`src/rtl/tick_counter_pkg.sv`:
```
// Shared definitions for the two-digit tick counter: FSM state encodings and
// default parameter values.
package tick_counter_pkg;

    typedef enum logic [1:0] {
        IDLE  = 2'b00,
        RUN   = 2'b01,
        PAUSE = 2'b10
    } state_t;

    localparam int DEF_CLK_HZ     = 50_000_000;
    localparam int DEF_TICK_HZ    = 1;
    localparam int DEF_DEB_CYCLES = 500_000;
    localparam int DEF_MAX        = 99;

endpackage

```
`src/rtl/tick_counter_99_btn_debounce.sv`:
```
// Push-button conditioner: two-flop synchronizer, stable-level debouncer and
// rising-edge detector producing a single-cycle press pulse.
module btn_debounce
    import tick_counter_pkg::*;
#(
    parameter int DEB_CYCLES = DEF_DEB_CYCLES
) (
    input  logic clk,
    input  logic rst,
    input  logic btn_raw,
    output logic btn_level,
    output logic btn_press
);

    localparam int CW = (DEB_CYCLES > 1) ? $clog2(DEB_CYCLES + 1) : 1;

    logic [1:0]    sync_r;
    logic          level_r;
    logic          level_d_r;
    logic [CW-1:0] stable_cnt_r;

    // Synchronize, then accept a new level only after it has held DEB_CYCLES samples
    always_ff @(posedge clk) begin
        if (rst) begin
            sync_r       <= 2'b00;
            level_r      <= 1'b0;
            level_d_r    <= 1'b0;
            stable_cnt_r <= '0;
        end else begin
            sync_r    <= {sync_r[0], btn_raw};
            level_d_r <= level_r;
            if (sync_r[1] == level_r) begin
                stable_cnt_r <= '0;
            end else if (stable_cnt_r == CW'(DEB_CYCLES - 1)) begin
                level_r      <= sync_r[1];
                stable_cnt_r <= '0;
            end else begin
                stable_cnt_r <= stable_cnt_r + CW'(1);
            end
        end
    end

    assign btn_level = level_r;
    assign btn_press = level_r & ~level_d_r;

endmodule

```
`src/rtl/tick_counter_99.sv`:
```
// Up/down 0..MAX counter advanced once per prescaled tick, driven by
// debounced start/pause and clear buttons; feeds the two-digit BCD display.
module tick_counter_99
    import tick_counter_pkg::*;
#(
    parameter int CLK_HZ     = DEF_CLK_HZ,
    parameter int TICK_HZ    = DEF_TICK_HZ,
    parameter int DEB_CYCLES = DEF_DEB_CYCLES,
    parameter int MAX        = DEF_MAX,
    parameter int W          = 8
) (
    input  logic         clk,
    input  logic         rst,
    input  logic         btn_start,
    input  logic         btn_clr,
    input  logic         dir,
    output logic [W-1:0] count_out,
    output logic         running,
    output logic         wrap_pulse
);

    localparam int DIV = CLK_HZ / TICK_HZ;
    localparam int PW  = (DIV > 1) ? $clog2(DIV) : 1;

    logic [1:0]    dir_sync_r;
    state_t        state_r;
    state_t        state_nx_s;
    logic [PW-1:0] presc_r;
    logic [PW-1:0] presc_nx_s;
    logic [W-1:0]  count_r;
    logic [W-1:0]  count_nx_s;
    logic          wrap_r;
    logic          wrap_nx_s;
    logic          running_r;
    logic          tick_s;
    logic          start_p_s;
    logic          clr_p_s;
    logic          unused_start_level_s;
    logic          unused_clr_level_s;

    btn_debounce #(.DEB_CYCLES(DEB_CYCLES)) u_deb_start (
        .clk       (clk),
        .rst       (rst),
        .btn_raw   (btn_start),
        .btn_level (unused_start_level_s),
        .btn_press (start_p_s)
    );

    btn_debounce #(.DEB_CYCLES(DEB_CYCLES)) u_deb_clr (
        .clk       (clk),
        .rst       (rst),
        .btn_raw   (btn_clr),
        .btn_level (unused_clr_level_s),
        .btn_press (clr_p_s)
    );

    assign tick_s = (state_r == RUN) && (presc_r == PW'(DIV - 1));

    // Next state, prescaler and count; a clear press overrides start and tick
    always_comb begin
        state_nx_s = state_r;
        presc_nx_s = presc_r;
        count_nx_s = count_r;
        wrap_nx_s  = 1'b0;

        if (clr_p_s) begin
            state_nx_s = IDLE;
        end else begin
            case (state_r)
                IDLE:    state_nx_s = start_p_s ? RUN : IDLE;
                RUN:     state_nx_s = start_p_s ? PAUSE : RUN;
                PAUSE:   state_nx_s = start_p_s ? RUN : PAUSE;
                default: state_nx_s = IDLE;
            endcase
        end

        if (clr_p_s || (state_r == IDLE)) begin
            presc_nx_s = '0;
        end else if (state_r == RUN) begin
            presc_nx_s = tick_s ? '0 : (presc_r + PW'(1));
        end else begin
            presc_nx_s = presc_r;
        end

        if (clr_p_s || (state_r == IDLE)) begin
            count_nx_s = '0;
        end else if (tick_s) begin
            if (dir_sync_r[1]) begin
                if (count_r == W'(MAX)) begin
                    count_nx_s = '0;
                    wrap_nx_s  = 1'b1;
                end else begin
                    count_nx_s = count_r + W'(1);
                end
            end else begin
                if (count_r == W'(0)) begin
                    count_nx_s = W'(MAX);
                    wrap_nx_s  = 1'b1;
                end else begin
                    count_nx_s = count_r - W'(1);
                end
            end
        end else begin
            count_nx_s = count_r;
        end
    end

    // State, counters and registered outputs
    always_ff @(posedge clk) begin
        if (rst) begin
            dir_sync_r <= 2'b00;
            state_r    <= IDLE;
            presc_r    <= '0;
            count_r    <= '0;
            wrap_r     <= 1'b0;
            running_r  <= 1'b0;
        end else begin
            dir_sync_r <= {dir_sync_r[0], dir};
            state_r    <= state_nx_s;
            presc_r    <= presc_nx_s;
            count_r    <= count_nx_s;
            wrap_r     <= wrap_nx_s;
            running_r  <= (state_nx_s == RUN);
        end
    end

    assign count_out  = count_r;
    assign running    = running_r;
    assign wrap_pulse = wrap_r;

endmodule

```
`config.mk`:
```
export PLATFORM = sky130hd
export DESIGN_NAME = tick_counter_99
export DESIGN_NICKNAME = d
export VERILOG_FILES = /design/src/rtl/tick_counter_pkg.sv /design/src/rtl/tick_counter_99_btn_debounce.sv /design/src/rtl/tick_counter_99.sv
export SDC_FILE = /design/constraint.sdc
export NUM_CORES = 1
export LEC_CHECK = 0
export BUFFER_PORTS_ARGS = -buffer_cell sky130_fd_sc_hd__clkbuf_2
export CAP_MARGIN = 15
export CORE_AREA = 2 2 84 86
export DETAILED_ROUTE_END_ITERATION = 10
export DIE_AREA = 0 0 86 88
export PLACE_DENSITY = 0.81
export SLEW_MARGIN = 20
export SYNTH_ARGS = -nofsm -noshare
export SYNTH_HDL_FRONTEND = slang
export SYNTH_SLANG_ARGS = --single-unit
```
`constraint.sdc`:
```
create_clock -name clk -period 2.71 [get_ports clk]
set_input_delay 0.542 -clock clk [delete_from_list [all_inputs] [get_ports clk]]
set_output_delay 0.542 -clock clk [all_outputs]
set_load 0.01 [all_outputs]
```
; After elaboration in Yosys (flattened, before gate mapping)
; Cells that the tools add are included.
[classes]
n_eq_ne = 9
reduce_logical = 10
n_mux = 12
add_sub_neg = 5
n_bitwise = 7
[op_table]
columns = op, count
row1 = 19-bit by 1-bit adder with 19-bit output (second input constant), 2
row2 = 19-bit == test (second input constant), 2
row3 = 26-bit by 1-bit adder with 26-bit output (second input constant), 1
row4 = 26-bit == test (second input constant), 1
row5 = 26-bit 2-to-1 mux, 1
row6 = 8-bit 2-to-1 mux, 3
row7 = 3-bit OR reduction, 3
row8 = 8-bit by 1-bit adder with 8-bit output (second input constant), 1
row9 = 8-bit by 7-bit == test with 1-bit output (second input constant), 1
row10 = 8-bit zero test, 1
row11 = 8-bit by 1-bit subtractor with 8-bit output (second input constant), 1
row12 = 2-bit 2-to-1 mux, 3
row13 = 2-bit one-hot mux with 3 select lines, 1
row14 = 1-bit NOT, 5
row15 = 2-bit by 1-bit == test with 1-bit output (second input constant), 2
row16 = 1-bit 2-to-1 mux, 4
row17 = 2-bit AND reduction, 2
row18 = 1-bit AND, 2
row19 = 1-bit == test, 2
row20 = 2-bit == test (second input constant), 1
row21 = 2-bit zero test, 1
row22 = 2-bit OR reduction, 1
row23 = 1-bit logical AND, 1
row24 = 1-bit logical OR, 1
[totals]
wordCells = 57
input_bits = 5
reg_bits = 86

; Logic depth before layout (Yosys ltp)
[depth]
word_depth = 6
ltp_mapped = 8

; Cells and area by module
; From an unflattened synthesis, not the netlist that was laid out.
[unflattened]
hier_cells = 508
hier_area_um2 = 4391.7
[by_module_without_submodules]
columns = module, n_inst, cells_each, area_per_inst_um2, seq_area_each_um2
row1 = tick_counter_99, 1, 276, 2269.7, 800.8
row2 = btn_debounce, 2, 116, 1061.0, 460.4

; Worst setup path before layout
; Ideal clock, no wire load.
[synth_path]
kind = flip-flop to flip-flop
start = reg presc_r[0]
end = reg count_r[5], in the netlist count_out[5]
stages_incl_launch_ff = 8
setup_time_ns = 0.070
period_less_slack_ns = 2.127
n_path_buf = 1
arrival_ns = 2.057
setup_slack_ns = 0.583
cell_sequence = dfxtp_1 -> ha_1 -> and4b_1 -> nand4_4 -> or4_1 -> buf_2 -> or3_1 -> a21oi_1
[synth_via]
elab_chain_len = 2
[synth_rtl]
columns = element, line
row1 = start: declaration, tick_counter_99.sv:28  ; logic [PW-1:0] presc_r;
row2 = start signal: assignment, tick_counter_99.sv:120  ; presc_r <= presc_nx_s;
row3 = 26-bit == test, tick_counter_99.sv:57  ; assign tick_s = (state_r == RUN) && (presc_r == PW'(DIV - 1));
row4 = 1-bit logical AND, tick_counter_99.sv:57
row5 = end signal: assignment, tick_counter_99.sv:121  ; count_r <= count_nx_s;
row6 = end: declaration, tick_counter_99.sv:30  ; logic [W-1:0] count_r;
; No other way between the ends.
; A chain may end at the register's enable or synchronous reset.

; Final worst setup path
; Ends and elaborated chain as after synthesis.

==> reports/qor.csv <==
metric;value;unit
post-placement cell count;544;
CP endpoint kind;flip-flop;
core area;6644;um2
PwrDens;516.4;nW/um2
latest clock arrival within the worst-skew pair;0.35;ns
Slew @ Worst Pin;0.7788;ns
floorplan row count;30;
Clock Skew;0.009418;ns
fmax;422.2;MHz
clk sinks;86;
Slew HR;47.68;%
synth top area cells;dfxtp_1 44%, xor2_1 10%, nor2_1 8.6%;
Worst Setup Path Type;flip-flop to flip-flop;
I/O pins;15;
VDD IR max;0.3864;mV
fraction of registers with async set/reset;0;%
RD Place Congestion;0.8759;
largest net degree at the start of global routing;25;
Yosys warnings;0;
period utilisation layout;87.39;%
Chip Width;86;um
global-route usage over all layers;20.43;%
post-synthesis sequential area ratio;43.98;%
setup ws final;0.3416;ns
vias per inst;5.648;
Layout Utilization;64.07;%
die area;7568;um2
Final Hold Fails;0;
CP Max Fanout;10;
setup_tns;0;ns
syn_nets;471;
Ant. Diodes;0;
vias in the first global route;2887;
most common cell after layout, fill and taps aside;nor2_1;
Final Cell Area;4257;um2
Area Growth Syn to Fin;8.725;%
post-CTS sizing;0;
CTS Buf Count;9;
Register Area;1722;um2
Worst-path clk slew;0.08;ns
Post-CTS Repair Setup Buffers;0;
first-pass GRT wire length;12600;um
commonest non-fill, non-tap cells in the layout;90 x nor2_1, 86 x dfxtp_1, 45 x xor2_1;
WHS;0.3936;ns
Starting Density;58.93;%
number of synthesized flops with an enable pin;0;
root buffer cell;clkbuf_8;
DP HPWL;4990;um
initial antenna violation count;0;
Static Leak;1.435;nW
Die Ht;88;um
placed cell area;4056;um2
CTS tree;built;
Tmin final;2.368;ns
Worst setup SP type;flip-flop;
H-tree depth reported by CTS;3;
post-synth top area share;43.98;%
outcome;complete, no violations;
min-delay worst type;input port to flip-flop;
Unique masters post-synth;47;
pre-CTS WS;0.3754;ns
Worst Path Required;3.00;ns
layout cells sized above 1;8.542;%
mean area per synthesized cell;8.511;um2
biggest area consumer among synthesized cells;dfxtp_1;
ANT nets after route;0;
DR vias;3163;
#FFs+latches synth;86;
cells on worst reg2reg path;6;
area of the multi-input gates;2090;um2
clk buf depth;2;
DR iter-0 viols;154;
Pwr Total;2.198;mW
Post-Syn Area;3915;um2
Hold Path Cell Cnt;2;
Final setup viols;0;
Finished Layout Cells;560;
Syn Inst Count;460;
Congestion Overflow GR;0;
per-cell routed wire length;12.85;um
final WL;7195;um
Fillers;550;
most used flip-flop cell after synthesis;dfxtp_1;
Slew Viols, Final;0;
fin nets;486;
RSZ-0062 raised after global routing;false;
drt pass-1 iters;4;
max_cap viols;0;
port buffer count;14;
# hold bufs at CTS;0;
DRC viols;0;
Worst EP arrival;2.66;ns
worst max-delay path, cell delays in order (launching register included):
cell and delay (ns):
dfxtp_1 0.41, ha_1 0.22, and4b_1 0.31, nand4_4 0.12, or4_1 0.70, or3_1 0.40
a21oi_1 0.14
area by class of cell:
type                    count  share of cell area, %
clock buffers              12                  3.645
inverters                  10                 0.8818
clock inverters             4                  1.058
multi-input cells         349                  49.09
flip-flops and latches     86                  40.45
well taps                  80                  2.352
repair buffers             19                  2.528
synthesized netlist by cell type, drive strengths merged, types with 3 or more instances:
library cell  count
nor2             90
ha                6
o21ai            11
clkbuf           12
a21oi            15
nand4            18
or3               5
nand2b            3
nand2            30
nand3            34
dfxtp            86
and3              9
nand4b            3
nand3b            4
nor3              7
buf               3
xnor2            18
and4              4
inv              10
or4               4
nor2b            10
nor4              8
xor2             45
routing by layer:
| layer | global-route usage (%) | up-vias | part of all wire [%] |
|---|---|---|---|
| met5 | 0 | - | 0 |
| met4 | 10.53 | 0 | 2.1 |
| met3 | 3.487 | 12 | 4.4 |
| met2 | 32.56 | 78 | 47 |
| met1 | 26.76 | 1460 | 46 |
| li1 | - | 1613 | - |
worst paths after layout:
kind	from	end	slack (ns)
worst min-delay path	dir	dir_sync_r[0]$_SDFF_PP0_	0.39
worst max register to register	presc_r[0]$_SDFFE_PP0N_	count_out[5]$_SDFFE_PP0N_	0.34
worst max-delay path	presc_r[0]$_SDFFE_PP0N_	count_out[5]$_SDFFE_PP0N_	0.34
worst min register to register	u_deb_clr.sync_r[0]$_SDFF_PP0_	u_deb_clr.sync_r[1]$_SDFF_PP0_	0.44
state kept, by name (all words and copies together), names as in the netlist:
name / count
count_out: 8
dir_sync_r: 2
presc_r: 26
running: 1
state_r: 2
u_deb_clr.btn_level: 1
u_deb_clr.level_d_r: 1
u_deb_clr.stable_cnt_r: 19
u_deb_clr.sync_r: 2
u_deb_start.btn_level: 1
u_deb_start.level_d_r: 1
u_deb_start.stable_cnt_r: 19
u_deb_start.sync_r: 2
wrap_pulse: 1
report_power, final:
group	switching [mW]	internal [mW]
Sequential	0.00423	1.27
Clock	0.431	0.472
Combinational	0.0132	0.0101
Total	0.449	1.75
cell families after synthesis:
group | after synthesis | synth area share, %
xor gates and xnor gates | 63 | 14.09
DFF | 86 | 43.98
muxes | 2 | 0.5114
adders and majority gates | 6 | 1.917
buffers and inverters | 25 | 2.653
AOI/OAI and AO/OA | 42 | 6.584
and+or+nand+nor | 236 | 30.27
Note: power is estimated with default switching activity, not from simulation.
